`src/rtl/id_ex_stage.sv`:
```
// ID/EX pipeline register with load-use hazard detection, stall freeze, flush squash
// and a saturating count of inserted load-use bubbles.
module id_ex_stage #(
    parameter int          n       = 32,
    parameter int          m       = 5,
    parameter int          C       = 8,
    parameter logic [31:0] CNT_RST = 32'h0000_0000
) (
    input  logic         clk,
    input  logic         rst,
    input  logic         id_valid,
    input  logic [m-1:0] id_rs1,
    input  logic [m-1:0] id_rs2,
    input  logic         id_use_rs1,
    input  logic         id_use_rs2,
    input  logic [m-1:0] id_rd,
    input  logic [n-1:0] id_rs1_data,
    input  logic [n-1:0] id_rs2_data,
    input  logic [n-1:0] id_imm,
    input  logic [n-1:0] id_pc,
    input  logic [C-1:0] id_ctrl,
    input  logic         mem_stall,
    input  logic         ex_flush,
    output logic         ID_EX_valid,
    output logic [m-1:0] ID_EX_rs1,
    output logic [m-1:0] ID_EX_rs2,
    output logic [m-1:0] ID_EX_rd,
    output logic [n-1:0] ID_EX_rs1_data,
    output logic [n-1:0] ID_EX_rs2_data,
    output logic [n-1:0] ID_EX_imm,
    output logic [n-1:0] ID_EX_pc,
    output logic [C-1:0] ID_EX_ctrl,
    output logic         hold_if_id,
    output logic [31:0]  bubble_count
);

    logic         valid_q, valid_d;
    logic [m-1:0] rs1_q, rs1_d, rs2_q, rs2_d, rd_q, rd_d;
    logic [n-1:0] rs1_data_q, rs1_data_d, rs2_data_q, rs2_data_d;
    logic [n-1:0] imm_q, imm_d, pc_q, pc_d;
    logic [C-1:0] ctrl_q, ctrl_d;
    logic [31:0]  cnt_q, cnt_d;
    logic         hazard;

    // A load in EX whose rd feeds a real source read of the ID instruction.
    assign hazard = valid_q & ctrl_q[1] & (rd_q != '0) & id_valid &
                    ((id_use_rs1 & (id_rs1 == rd_q)) | (id_use_rs2 & (id_rs2 == rd_q)));

    assign hold_if_id = ~rst & (mem_stall | (~ex_flush & hazard));

    always_comb begin
        valid_d    = valid_q;
        rs1_d      = rs1_q;
        rs2_d      = rs2_q;
        rd_d       = rd_q;
        rs1_data_d = rs1_data_q;
        rs2_data_d = rs2_data_q;
        imm_d      = imm_q;
        pc_d       = pc_q;
        ctrl_d     = ctrl_q;
        cnt_d      = cnt_q;
        if (mem_stall) begin
            // frozen: everything keeps its value, a pending flush waits
        end else if (ex_flush || hazard) begin
            valid_d    = 1'b0;
            rs1_d      = '0;
            rs2_d      = '0;
            rd_d       = '0;
            rs1_data_d = '0;
            rs2_data_d = '0;
            imm_d      = '0;
            pc_d       = '0;
            ctrl_d     = '0;
            if (!ex_flush && cnt_q != 32'hFFFF_FFFF)
                cnt_d = cnt_q + 32'd1;
        end else begin
            valid_d    = id_valid;
            rs1_d      = id_rs1;
            rs2_d      = id_rs2;
            rd_d       = id_rd;
            rs1_data_d = id_rs1_data;
            rs2_data_d = id_rs2_data;
            imm_d      = id_imm;
            pc_d       = id_pc;
            ctrl_d     = id_valid ? id_ctrl : '0;
        end
    end

    always_ff @(posedge clk) begin
        if (rst) begin
            valid_q    <= 1'b0;
            rs1_q      <= '0;
            rs2_q      <= '0;
            rd_q       <= '0;
            rs1_data_q <= '0;
            rs2_data_q <= '0;
            imm_q      <= '0;
            pc_q       <= '0;
            ctrl_q     <= '0;
            cnt_q      <= CNT_RST;
        end else begin
            valid_q    <= valid_d;
            rs1_q      <= rs1_d;
            rs2_q      <= rs2_d;
            rd_q       <= rd_d;
            rs1_data_q <= rs1_data_d;
            rs2_data_q <= rs2_data_d;
            imm_q      <= imm_d;
            pc_q       <= pc_d;
            ctrl_q     <= ctrl_d;
            cnt_q      <= cnt_d;
        end
    end

    assign ID_EX_valid    = valid_q;
    assign ID_EX_rs1      = rs1_q;
    assign ID_EX_rs2      = rs2_q;
    assign ID_EX_rd       = rd_q;
    assign ID_EX_rs1_data = rs1_data_q;
    assign ID_EX_rs2_data = rs2_data_q;
    assign ID_EX_imm      = imm_q;
    assign ID_EX_pc       = pc_q;
    assign ID_EX_ctrl     = ctrl_q;
    assign bubble_count   = cnt_q;

endmodule
```
`config.mk`:
```
export PLATFORM = sky130hd
export DESIGN_NAME = id_ex_stage
export DESIGN_NICKNAME = d
export VERILOG_FILES = /design/src/rtl/id_ex_stage.sv
export SDC_FILE = /design/constraint.sdc
export NUM_CORES = 1
export LEC_CHECK = 0
export CAP_MARGIN = 20
export CELL_PAD_IN_SITES_DETAIL_PLACEMENT = 0
export CELL_PAD_IN_SITES_GLOBAL_PLACEMENT = 1
export CORE_ASPECT_RATIO = 2
export CORE_MARGIN = 5
export CORE_UTILIZATION = 29
export CTS_BUF_LIST = sky130_fd_sc_hd__clkbuf_16
export DETAILED_ROUTE_END_ITERATION = 6
export MAX_ROUTING_LAYER = met4
export PLACE_DENSITY = 0.79
export SYNTH_ARGS = -nofsm -noshare
export SYNTH_HDL_FRONTEND = slang
export SYNTH_SLANG_ARGS = --single-unit
```
`constraint.sdc`:
```
create_clock -name clk -period 2.46 [get_ports clk]
set_input_delay 0.492 -clock clk [delete_from_list [all_inputs] [get_ports clk]]
set_output_delay 0.492 -clock clk [all_outputs]
set_load 0.01 [all_outputs]
```
After elaboration in Yosys (flattened, before gate mapping)
Cells that the tools add are included.
{"block": "word_totals", "register_bits": 184, "in_bits": 158, "output_inout_bits": 185}
{"block": "op_classes", "n_addsub": 1, "n_eq_ne": 3, "mux": 10, "n_bitwise": 13, "n_reduce_logical": 5}
{"op": "32-bit two-way mux", "count": 4}
{"op": "32-bit by 1-bit adder with 32-bit output (second input constant)", "count": 1}
{"op": "32-bit inequality test (second input constant)", "count": 1}
{"op": "8-bit two-way mux", "count": 2}
{"op": "5-bit two-way mux", "count": 3}
{"op": "5-bit == test", "count": 2}
{"op": "1-bit bitwise AND", "count": 8}
{"op": "5-bit nonzero test", "count": 1}
{"op": "1-bit NOT", "count": 3}
{"op": "3-bit AND reduction", "count": 1}
{"op": "1-bit bitwise OR", "count": 2}
{"op": "1-bit logical AND", "count": 1}
{"op": "1-bit zero test", "count": 1}
{"op": "1-bit logical OR", "count": 1}
{"op": "1-bit two-way mux", "count": 1}

Depth between registers and ports, before layout
{"block": "logic_depth", "ltp_word": 7, "ltp_mapped": 9, "depth_no_buf": 7}

Least setup slack after synthesis
No wires, ideal clock.
{"block": "synth_path", "path_type": "input to register", "start": "in mem_stall", "end": "reg cnt_q[22], in the netlist bubble_count[22]", "setup_ns": 0.121, "t_arrival_ns": 1.888, "path_slack_ns": 0.451, "cell_stages": 6, "cell_sequence": "buf_2 -> or2_1 -> a211oi_4 -> nand3_2 -> nor4_1 -> mux2_2"}
{"block": "synth_via", "elab_chain_len": 2}
{"item": "start: declaration", "line_no": "22", "rtl": "input logic mem_stall,"}
{"item": "1-bit NOT (no source line)"}
{"item": "3-bit AND reduction (no source line)"}
{"item": "end signal: assignment", "line_no": "111", "rtl": "cnt_q <= cnt_d;"}
{"item": "end: declaration", "line_no": "42", "rtl": "logic [31:0] cnt_q, cnt_d;"}
No other way between the ends.
A chain may end at the register's enable or synchronous reset.

Worst setup path after layout
{"block": "layout_path", "start": "in id_rs1[4]", "end": "out hold_if_id"}
{"block": "layout_via", "elab_chain_len": 7}
{"item": "start: declaration", "line_no": "12", "rtl": "input logic [m-1:0] id_rs1,"}
{"item": "5-bit == test", "line_no": "47", "rtl": "((id_use_rs1 & (id_rs1 == rd_q)) | (id_use_rs2 & (id_rs2 == rd_q)));"}
{"item": "1-bit bitwise AND", "line_no": "47"}
{"item": "1-bit bitwise OR", "line_no": "47"}
{"item": "1-bit bitwise AND", "line_no": "46", "rtl": "assign hazard = valid_q & ctrl_q[1] & (rd_q != '0) & id_valid &"}
{"item": "1-bit bitwise AND", "line_no": "49", "rtl": "assign hold_if_id = ~rst & (mem_stall | (~ex_flush & hazard));"}
{"item": "1-bit bitwise OR", "line_no": "49"}
{"item": "1-bit bitwise AND", "line_no": "49"}
{"item": "end: declaration", "line_no": "33", "rtl": "output logic hold_if_id,"}
No other way between the ends.

==> flow_summary.toml <==
[yosys]
synth_async_sr_flop_share_pct = 0
syn_area_per_cell_um2 = 9.28
netlist_area_mm2 = 0.00678
postSynthCellCount = 730
synth_top_area_share_pct = 54.4
synth_enable_flop_cells = 0
synth_seq_area_share_pct = 54.4
ys_types = 42
yosys_warnings = 0
synth_area_leader_cell = "sky130_fd_sc_hd__dfxtp_1"
synth_top_flop_cell = "sky130_fd_sc_hd__dfxtp_1"
largest_cells_by_area_after_synthesis = "sky130_fd_sc_hd__dfxtp_1, sky130_fd_sc_hd__a22oi_1, sky130_fd_sc_hd__nor2_1"
synthesis.nets = 889
synth-seq-cells = 184

[clock_tree]
path_clk_slew_ps = 70
cts_post_setup_buffers_inserted = 0
buffer_depth_of_the_longest_clock_path = 2
root_buffer = "sky130_fd_sc_hd__clkbuf_16"
number_of_clock_buffers_inserted_by_tritoncts = 17
cts_num_sinks = 184
cts.htree.levels = 4
tritoncts = "yes"
worstSkewPairLatency_ps = 450

[pwr]
share_seq_of_total_power_pct = 44.9
totalPowerFinal_mw = 6.96
cell_internal_pwr_mw = 5.29
power.switching_mw = 1.67
power_frac_clock_pct = 43.2
switching_part_of_the_total_power_pct = 24.0
p_leak_nw = 3.99
irDropWorstVdd_mv = 0.445
share_comb_of_total_power_pct = 11.9
power_density_mw_per_mm2 = 619

[timing]
hold_violations = 0
setup_viol = 0
worst_clock_skew_ps = 12.0
timing_max_transition_violations_final = 0
timing_worst_slew_pin_value_ps = 858
slew-limit-headroom_pct = 42.8
rsz0062_at_grt = "false"
min_period_over_period_pct = 95.8
timing.hold.ws_ps = 491
fmaxAchievable_ghz = 0.424
fin_crit_ps = 2360

[floorplan]
site_row_count = 79
floorplan.die_area_mm2 = 0.0267
die_x_um = 118
coreArea_mm2 = 0.0231
die-height_um = 226
initial_core_util_pct = 29.3
design.portCount = 343

[layout]
layout_commonest_cell = "sky130_fd_sc_hd__clkdlybuf4s50_1"
design_area_mm2 = 0.0112
post-route-util_pct = 48.6
final_net_count = 1221
layout-drive-gt1-share_pct = 7.53
syn_to_final_growth_pct = 65.9
layout.cells.non_filler = 1360
mostFrequentLayoutCells = "sky130_fd_sc_hd__clkdlybuf4s50_1, sky130_fd_sc_hd__dfxtp_1, sky130_fd_sc_hd__nor2_1"

[worst_setup_path]
critPathRequiredTime_ps = 1970
worstSetupPathType = "in2out"
timing.critical_path.max_delay_family = "buffers and inverters"
worstSetupStartpointType = "primary input"
path_buf_inv = 2
cpPeakStageDelay_ps = 510
timing.critical_path.cells = "clkdlybuf4s50_1, xnor2_1, nand4_1, o22ai_2, a31oi_1, nor2_1, buf_2"
critPathCaptureType = "output pin"
critical_path.max_fanout = 2
crit_slowest_cell = "sky130_fd_sc_hd__clkdlybuf4s50_1"
worst-endpoint-arrival_ps = 1870

[routing]
routed_via_density = 5.01
drt_first_iter_violations = 512
drtPass1Iterations = 7
drc_violation_count_after_routing = 0
drt-wirelength-per-cell_um = 18.5
vias = 6810
antenna_left = 0
finalWirelength_um = 25200

[place]
postPlaceCellArea_mm2 = 0.0106
dp_hpwl_um = 18400
gpl.final_weighted_congestion = 0.816
numPlacedInstances = 1326
io_buffers = 342

[min_path]
timing.hold.worst.class = "reg2reg"

[job]
max_cap_viol_count = 0

[grt]
gr-total-overflow = 0
grt_start_max_net_pins = 186
antenna_found_initial = 2
grt_util_all_layers_pct = 18.6
grt_first_pass_wirelength_um = 38000
grt_pass1_vias = 6689

[status]
result_of_the_run = "completed"
[flip-flops by register name, indices dropped and copies added, names as in the netlist]
name	flops
ID_EX_rs1_data	32
ID_EX_valid	1
ID_EX_rs1	5
ID_EX_imm	32
ID_EX_pc	32
bubble_count	32
ID_EX_rd	5
ID_EX_ctrl	8
ID_EX_rs2_data	32
ID_EX_rs2	5
[power groups by stage]
stage          Combinational [mW]  Clock [mW]  Sequential (mW)
2_1_floorplan               0.254           0             3.23
3_3_place_gp                0.832           0             3.19
3_5_place_dp                0.837           0             3.19
4_1_cts                     0.842        3.11             3.12
5_1_grt                     0.889        3.21             3.13
6_report                    0.828        3.00             3.13
[worst register-to-register path, cell delays in order (launching register included)]
cell	delay (ps)
sky130_fd_sc_hd__dfxtp_1	390
sky130_fd_sc_hd__nor3_1	420
sky130_fd_sc_hd__a21oi_1	170
sky130_fd_sc_hd__buf_4	170
sky130_fd_sc_hd__a21oi_4	390
sky130_fd_sc_hd__buf_12	300
sky130_fd_sc_hd__a22oi_1	110
sky130_fd_sc_hd__nor2_1	130
[cell type report]
type,count,area (µm²)
multi-input combinational,478,2820
sequential,184,3680
clock buffer,17,425
tap,283,354
inverter,6,22.5
fill,2220,11900
timing repair buffer,375,3730
clock inverter,15,209
antenna,2,5.00
[stage by stage]
stage	TNS [ps]	setup slack, ps
CTS	0	49.1
finish	0	102
detailed placement	-8710	-339
global placement	-7150	-375
global route	0	0.797
floorplan	0	451
[path summary, 6_finish.rpt]
path | end | slack, ps | from | cells past startpoint
setup / recovery | hold_if_id | 100 | id_rs1[4] | 7
hold / removal | ID_EX_ctrl[2] | 490 | ID_EX_ctrl[2] | 2
hold reg to reg | ID_EX_ctrl[2] | 490 | ID_EX_ctrl[2] | 2
setup reg to reg | ID_EX_rs2_data[18] | 320 | ID_EX_rd[0] | 7
[cell usage after synthesis (all sizes together), types with 2 or more instances]
master,count
xnor2,10
clkbuf,44
buf,18
nor4,4
or3,22
o31a,2
dfxtp,184
a21oi,29
nor2,163
nand3,17
o31ai,7
or4,7
inv,5
nand4,12
o21ba,2
a22oi,144
o21ai,21
and3,2
a32oi,8
nand2,14
nor3,3
[metal layers]
metal | share of wire (%) | vias up | global-route usage [%]
met5 | 0 | - | -
met4 | 3.1 | 0 | 8.59
met3 | 4.9 | 40 | 4.09
met2 | 55 | 215 | 33.3
met1 | 37 | 3255 | 19.2
li1 | - | 3300 | -
[repair_timing]
item | in CTS | in global routing
endpoints found under the setup margin | 1 | 1
pin swaps | 1 | 1
hold buffers | 0 | 0
resized for setup | 6 | 0
[cells by family after synthesis]
kind of cell             Yosys count  share of synthesized area, %
AO/OA/AOI/OAI                    216                          22.6
XOR/XNOR                          11                          1.42
adder cells (fa/ha/maj)            1                         0.185
buffers and inverters             68                          4.30
flip-flops                       184                          54.4
multiplexers                       2                         0.314
AND/OR/NAND/NOR                  248                          16.8
Power figures use the tool's default switching activity.
